**config.mk**
```make
export PLATFORM = sky130hd
export DESIGN_NAME = ram_fifo_ctrl
export DESIGN_NICKNAME = d
export VERILOG_FILES = /design/src/rtl/ram_fifo_ctrl.sv
export SDC_FILE = /design/constraint.sdc
export NUM_CORES = 1
export LEC_CHECK = 0
export CAP_MARGIN = 20
export CORE_MARGIN = 2
export CORE_UTILIZATION = 50
export CTS_BUF_LIST = sky130_fd_sc_hd__clkbuf_16
export DETAILED_ROUTE_END_ITERATION = 16
export PLACE_DENSITY = 0.82
export SYNTH_ARGS = -nofsm -noshare
export SYNTH_HDL_FRONTEND = slang
export SYNTH_SLANG_ARGS = --single-unit
```
**constraint.sdc**
```tcl
create_clock -name Clock -period 7.5 [get_ports Clock]
set_input_delay 0.75 -clock Clock [delete_from_list [all_inputs] [get_ports Clock]]
set_output_delay 0.75 -clock Clock [all_outputs]
set_load 0.02 [all_outputs]
```
**src/rtl/ram_fifo_ctrl.sv**
```systemverilog
// FIFO controller driving a single-port memory as circular storage, with an optional post-reset zero scrub.
// Latency: a pop accepted on edge N gives PopValid/PopData during the cycle after edge N.
// Backpressure: PushReady drops when full, flushing, scrubbing or when a pop takes the port this cycle.
module ram_fifo_ctrl #(
    parameter int DATA_WIDTH     = 8,
    parameter int ADDR_WIDTH     = 8,
    parameter int CLEAR_ON_RESET = 1
) (
    input  logic                  Clock,
    input  logic                  ResetN,
    input  logic                  Flush,
    input  logic                  PushValid,
    input  logic [DATA_WIDTH-1:0] PushData,
    output logic                  PushReady,
    input  logic                  PopReq,
    output logic                  PopValid,
    output logic [DATA_WIDTH-1:0] PopData,
    output logic [ADDR_WIDTH:0]   Count,
    output logic                  Full,
    output logic                  Empty,
    output logic                  MemEnable,
    output logic                  MemReadWrite,
    output logic [ADDR_WIDTH-1:0] MemAddress,
    output logic [DATA_WIDTH-1:0] MemDataIn,
    input  logic [DATA_WIDTH-1:0] MemDataOut
);

    typedef enum logic {
        ST_INIT = 1'b0,
        ST_RUN  = 1'b1
    } state_t;

    localparam logic [ADDR_WIDTH:0]   CNT_FULL   = {1'b1, {ADDR_WIDTH{1'b0}}};
    localparam logic [ADDR_WIDTH:0]   CNT_ONE    = {{ADDR_WIDTH{1'b0}}, 1'b1};
    localparam logic [ADDR_WIDTH-1:0] PTR_ONE    = {{(ADDR_WIDTH-1){1'b0}}, 1'b1};
    localparam logic [ADDR_WIDTH-1:0] SCRUB_LAST = {ADDR_WIDTH{1'b1}};
    localparam state_t                RST_STATE  = (CLEAR_ON_RESET != 0) ? ST_INIT : ST_RUN;

    state_t                state;
    state_t                state_nxt;
    logic [ADDR_WIDTH-1:0] wr_ptr;
    logic [ADDR_WIDTH-1:0] rd_ptr;
    logic [ADDR_WIDTH-1:0] scrub_addr;
    logic [ADDR_WIDTH:0]   count;
    logic                  pop_vld;
    logic                  is_run;
    logic                  pop_ok;
    logic                  push_ok;

    assign is_run    = (state == ST_RUN);
    assign Full      = (count == CNT_FULL);
    assign Empty     = (count == '0);
    assign Count     = count;
    assign PopValid  = pop_vld;
    assign PopData   = MemDataOut;

    // The read wins the single port; a push only proceeds on a cycle with no pop.
    assign pop_ok    = is_run && PopReq && !Empty && !Flush;
    assign PushReady = is_run && !Full && !Flush && !pop_ok;
    assign push_ok   = PushValid && PushReady;

    // Next-state and memory command: scrub writes in INIT, read-or-write in RUN.
    always_comb begin
        state_nxt    = state;
        MemEnable    = 1'b0;
        MemReadWrite = 1'b1;
        MemAddress   = rd_ptr;
        MemDataIn    = PushData;
        case (state)
            ST_INIT: begin
                MemEnable    = 1'b1;
                MemReadWrite = 1'b0;
                MemAddress   = scrub_addr;
                MemDataIn    = '0;
                if (scrub_addr == SCRUB_LAST) begin
                    state_nxt = ST_RUN;
                end
            end
            ST_RUN: begin
                if (pop_ok) begin
                    MemEnable    = 1'b1;
                    MemReadWrite = 1'b1;
                    MemAddress   = rd_ptr;
                end else if (push_ok) begin
                    MemEnable    = 1'b1;
                    MemReadWrite = 1'b0;
                    MemAddress   = wr_ptr;
                end
            end
            default: state_nxt = ST_RUN;
        endcase
    end

    // State, pointers and occupancy; reset beats everything, flush clears only in RUN.
    always_ff @(posedge Clock) begin
        if (!ResetN) begin
            state      <= RST_STATE;
            wr_ptr     <= '0;
            rd_ptr     <= '0;
            scrub_addr <= '0;
            count      <= '0;
            pop_vld    <= 1'b0;
        end else begin
            state   <= state_nxt;
            pop_vld <= pop_ok;
            if (!is_run) begin
                scrub_addr <= scrub_addr + PTR_ONE;
            end else if (Flush) begin
                wr_ptr <= '0;
                rd_ptr <= '0;
                count  <= '0;
            end else if (pop_ok) begin
                rd_ptr <= rd_ptr + PTR_ONE;
                count  <= count - CNT_ONE;
            end else if (push_ok) begin
                wr_ptr <= wr_ptr + PTR_ONE;
                count  <= count + CNT_ONE;
            end
        end
    end

endmodule

```
Word-level counts from Yosys, hierarchy flattened
Cells that the tools add are included.
{"block": "classes", "muxes": 20, "n_bitwise": 1, "n_reduce_logical": 18, "n_eq_ne": 3, "n_addsub": 5}
{"operator": "$mux 8", "count": 8}
{"operator": "$mux 9", "count": 3}
{"operator": "$add 8x1->8 const B", "count": 3}
{"operator": "$pmux 8 s2", "count": 1}
{"operator": "$add 9x1->9 const B", "count": 1}
{"operator": "$eq 9x9->1 const B", "count": 1}
{"operator": "$logic_not 9->1", "count": 1}
{"operator": "$sub 9x1->9 const B", "count": 1}
{"operator": "$eq 8x8->1 const B", "count": 1}
{"operator": "$logic_and 1x1->1", "count": 7}
{"operator": "$mux 1", "count": 6}
{"operator": "$logic_not 1->1", "count": 4}
{"operator": "$pmux 1 s2", "count": 2}
{"operator": "$reduce_and 2->1", "count": 2}
{"operator": "$reduce_bool 2->1", "count": 2}
{"operator": "$reduce_and 3->1", "count": 1}
{"operator": "$reduce_bool 3->1", "count": 1}
{"operator": "$ne 2x2->1 const B", "count": 1}
{"operator": "$not 1->1", "count": 1}
{"block": "totals", "elab_cells": 53, "in_bits": 21, "ff_bits": 35, "output_inout_bits": 39}

Logic depth before layout (Yosys ltp)
{"block": "depth", "word_depth": 10, "ltp_mapped": 11, "depth_no_buf": 11}

Worst setup path before layout
OpenSTA, ideal clock, no wires.
{"block": "synth_path", "path_type": "input port to flip-flop", "startpoint": "input port PopReq", "endpoint": "register count[8], in the netlist Count[8]", "arrival_time_ns": 2.880, "path_stages": 9, "setup_slack_ns": 4.488, "t_required_ns": 7.368, "setup_ns": 0.132, "path_buffers": 1, "cell_sequence": "clkbuf_2 -> o211ai_2 -> nor2_1 -> ha_1 -> a2111oi_0 -> a21oi_1 -> xor2_1 -> mux2i_1 -> a21oi_1"}
{"block": "synth_between", "elab_chain_len": 8, "word_cells_on_any_way": 10, "classes_between": "mux: 2; reduce/logical: 8"}
{"item": "start, declared", "line_no": "15", "rtl": "input logic PopReq,"}
{"item": "$logic_and 1x1->1 * (3 in a row)", "line_no": "58", "rtl": "assign pop_ok = is_run && PopReq && !Empty && !Flush;"}
{"item": "net pop_ok", "line_no": "47", "rtl": "logic pop_ok;"}
{"item": "$logic_not 1->1", "line_no": "59", "rtl": "assign PushReady = is_run && !Full && !Flush && !pop_ok;"}
{"item": "$logic_and 1x1->1", "line_no": "59"}
{"item": "$logic_and 1x1->1", "line_no": "60", "rtl": "assign push_ok = PushValid && PushReady;"}
{"item": "$reduce_bool 3->1 (no line)"}
{"item": "$reduce_and 2->1 (no line)"}
{"item": "end signal, assigned", "line_no": "114", "rtl": "count <= count - CNT_ONE;"}
{"item": "end signal, assigned", "line_no": "117", "rtl": "count <= count + CNT_ONE;"}
{"item": "end, declared", "line_no": "44", "rtl": "logic [ADDR_WIDTH:0] count;"}
Mark *: on every way through the listed nets, which the timed path passes. The rest lies on a longest branch.
A chain may end at the register's enable or synchronous reset.

Worst setup path after layout
{"block": "layout_path", "startpoint": "input port Flush", "endpoint": "output port MemAddress[2]"}
{"block": "layout_between", "elab_chain_len": 8, "word_cells_on_any_way": 9, "classes_between": "mux: 3; reduce/logical: 6"}
{"item": "start, declared", "line_no": "11", "rtl": "input logic Flush,"}
{"item": "$logic_not 1->1 *", "line_no": "58, 59"}
{"item": "$logic_and 1x1->1", "line_no": "58"}
{"item": "$logic_not 1->1", "line_no": "59"}
{"item": "$logic_and 1x1->1", "line_no": "59"}
{"item": "$logic_and 1x1->1", "line_no": "60"}
{"item": "$mux 8", "line_no": "84", "rtl": "end else if (push_ok) begin"}
{"item": "$mux 8 *", "line_no": "80", "rtl": "if (pop_ok) begin"}
{"item": "$pmux 8 s2 *", "line_no": "69", "rtl": "case (state)"}
{"item": "end, declared", "line_no": "23", "rtl": "output logic [ADDR_WIDTH-1:0] MemAddress,"}
Mark *: on every way between the ends. The rest lies on a longest branch, timed or not.

==> impl_results.md <==
* Path type of the worst min-delay path: flop to flop
* Initial Util at 0.5159
* Layout cells sized above 1 at 0.07591
* GR met3 Demand/Resource at 0.05271
* Top post-synthesis cells by area: dfxtp_1 31%, ha_1 5.6%, nor2_1 4.9%
* Final clock skew at around 0.0029 ns
* Worst path bufs/invs at 4
* Final TNS setup at 0 ns
* H-tree Lvls at 2
* Synth top cells by count: 35 x dfxtp_1, 29 x nor2_1, 20 x a21oi_1
* Die area at between 5000 and 6000 um2
* Post-synth EDFFs at 0
* Final worst slack at approximately 3.4 ns
* I/O pin count at 60
* Clk_lat worst skew at about 0.27 ns
* Chip height at 70.80 um
* Layout Nets at approximately 340
* Fmax at approximately 250 MHz
* Worst slew margin at 0.5059
* Top_reg_cell synth: dfxtp_1
* P_int at approximately 0.00032 W
* Startpoint types: input pin
* Register share of total power at 0.465
* Initial antenna violation count at 0
* Gr usage total at 0.2231
* Routed vias at 2093
* Area growth syn-to-layout at 23.95%
* Final antenna-violating net count at 0
* CTS resizes at 0
* Busiest grt layer: met2
* Multi-input logic area at 1356 um2
* Core Area at between 4000 and 5000 um2
* Max Cap Violations at 0
* Port bufs at 43
* Yosys top cell area share at 0.3141
* Pwr/cell area at around 150 nW/um2
* Syn Nets at roughly 300
* GR Layer Usage met1 at 0.3218
* Minimum clock period at just over 4 ns
* Final hold vios at 0
* Slew @ Worst Pin at 0.7385 ns
* WL final at 5.471 mm
* Area of all sequential standard cells at 700.7 um2
* Die Wd at roughly 70 um
* Clk sinks at 35
* Result of the run: finished clean
* Worst path max stage delay at between 0.5 and 0.6 ns
* Tcrit/Tclk final at 0.5427
* Worst Setup Path Type: input pin to output port
* Avg Cell Area, Syn at between 8 and 9 um2
* First-pass GRT wire length at 9.045 mm
* CTS buffer count at 5
* Clock root buffer: clkbuf_16
* DP Worst Slack at roughly 3.5 ns
* Routed WL per cell at 15.41 um
* Worst-path fanout max at 24
* Most frequent cell after synthesis: dfxtp_1
* Worst Path Arrival at 3.32 ns
* ANT cells at 0
* Fill cells at between 300 and 400
* DRC at 0
* Row cnt at 24
* CTS tree: done
* Sw Share at 0.2167
* Unrepaired setup endpoints after global routing: false
* CP most frequent cell: clkdlybuf4s50_1
* Post-DP HPWL at between 3 and 4 mm
* Crit path capture type: output port
* Vias per inst at a little under 6
* Post-synthesis cell count at roughly 270
* CP Cell Sequence: clkdlybuf4s50_1, buf_4, inv_1, nand3_1, a211oi_4, nor2_2, a221o_1, clkdlybuf4s50_1
* Gr ovfl total at 0
* Setup bufs post-CTS at 0
* CP top delay family: buffers and inverters
* Worst-path clk slew at ~0.05 ns
* Max-slew violations at 0
* Switch Pwr at a little under 0.00009 W
* Cts-stage hold buffer count at 0
* Leak at 1.027 nW
* Yosys cell types at 60
* Mapped Area at between 2000 and 2500 um2
* Warnings from Yosys at 0
* Share of total power in combinational logic at 0.060
* Synth Register Bits at 35
* Clock power share at 0.475
* Pre-antenna DRT Iters at 4
* Setup-failing EPs final at 0
* Synth area leader: dfxtp_1
* Pin count of the biggest net entering global routing at 29
* Number of global-route vias before repair at 1874
* Worst-case clock buffer depth at 2
* FFs w/ async S/R, synth at 0
* Worst path slowest cell: a211oi_4
* CP required at approximately 6.8 ns
* Worst IR drop on VDD at about 0.00013 V
* Grt met2 use at 0.3281
* Sequential fraction of the synthesis area at 0.3141
* Final GP Congestion at between 0.8 and 0.9
* First DRT Iteration DRCs at around 250
## logic make-up (layout without fill, tap and decap cells)
logic type,count (synthesis),after routing,share of synthesized area
buffers and inverters,36,68,0.07796
AOI/OAI and AO/OA,70,70,0.2159
DFF,35,35,0.3141
muxes,3,3,0.01346
and+or+nand+nor,98,98,0.2429
adders and majority gates,11,11,0.06506
xor gates and xnor gates,18,18,0.07067
## cell usage in the layout (no fill, tap or decap), types with 6 or more instances in the layout
| master | n |
|---|---|
| o21ai_0 | 12 |
| dfxtp_1 | 35 |
| a22oi_1 | 6 |
| inv_1 | 14 |
| nor3_1 | 8 |
| nor2_1 | 29 |
| xnor2_1 | 9 |
| xor2_1 | 9 |
| a21oi_1 | 20 |
| and2_1 | 11 |
| nand3_1 | 16 |
| clkdlybuf4s50_1 | 43 |
| nand2_1 | 9 |
| ha_1 | 10 |
## path summary, 6_finish.rpt
| check | from | endpoint | slack, ns | cells past startpoint |
|---|---|---|---|---|
| hold reg to reg | scrub_addr[7]$_SDFFE_PN0N_ | is_run$_SDFF_PN0_ | 0.50 | 2 |
| setup reg to reg | Count[4]$_SDFFE_PN0P_ | Count[8]$_SDFFE_PN0P_ | 4.20 | 10 |
| setup / recovery | Flush | MemAddress[2] | 3.43 | 8 |
| hold / removal | scrub_addr[7]$_SDFFE_PN0N_ | is_run$_SDFF_PN0_ | 0.50 | 2 |
## worst min-delay path, stage by stage, from the launching register on
cell     delay [ns]
dfxtp_1        0.30
nand3_1        0.08
a21oi_1        0.07
## area by class of cell
cell class / instances / area share
clock buffer: 5 / 0.04525
clock inverter: 2 / 0.003167
inverter: 15 / 0.02036
multi-input combinational: 200 / 0.4905
sequential: 35 / 0.2534
tap: 52 / 0.02353
timing repair buffer: 46 / 0.1638
## layer usage
metal  part of all wire  vias up
met5                  0        -
li1                   -     1033
met2               0.45       89
met3              0.083       10
met4              0.015        0
met1               0.45      961
## registers in the layout (all words and copies together), names as in the netlist
register and cells:
Count 9, PopValid 1, is_run 1, rd_ptr 8
scrub_addr 8, wr_ptr 8
## through the flow
stage                     power (W)  cell area [um2]    util  hold slack, ns  cells
after floorplan           0.0002113             2231       -          0.4451    271
after global placement    0.0002167             2624  0.6068          0.4779    347
after detailed placement  0.0002171             2624  0.6068          0.4783    347
after CTS                 0.0004080             2758  0.6377          0.5103    354
after global routing      0.0004201             2765  0.6395          0.5357    355
final                     0.0004065             2765  0.6395          0.5041    355
## power groups by stage
| stage | registers [W] | clock network [W] | logic [W] |
|---|---|---|---|
| finish | 0.000189 | 0.000193 | 0.0000245 |
| global route | 0.000189 | 0.000205 | 0.0000263 |
| CTS | 0.000189 | 0.000195 | 0.0000243 |
| detailed placement | 0.000193 | 0 | 0.0000240 |
| global placement | 0.000193 | 0 | 0.0000237 |
| floorplan | 0.000193 | 0 | 0.0000187 |
(Power assumes the default switching activity.)
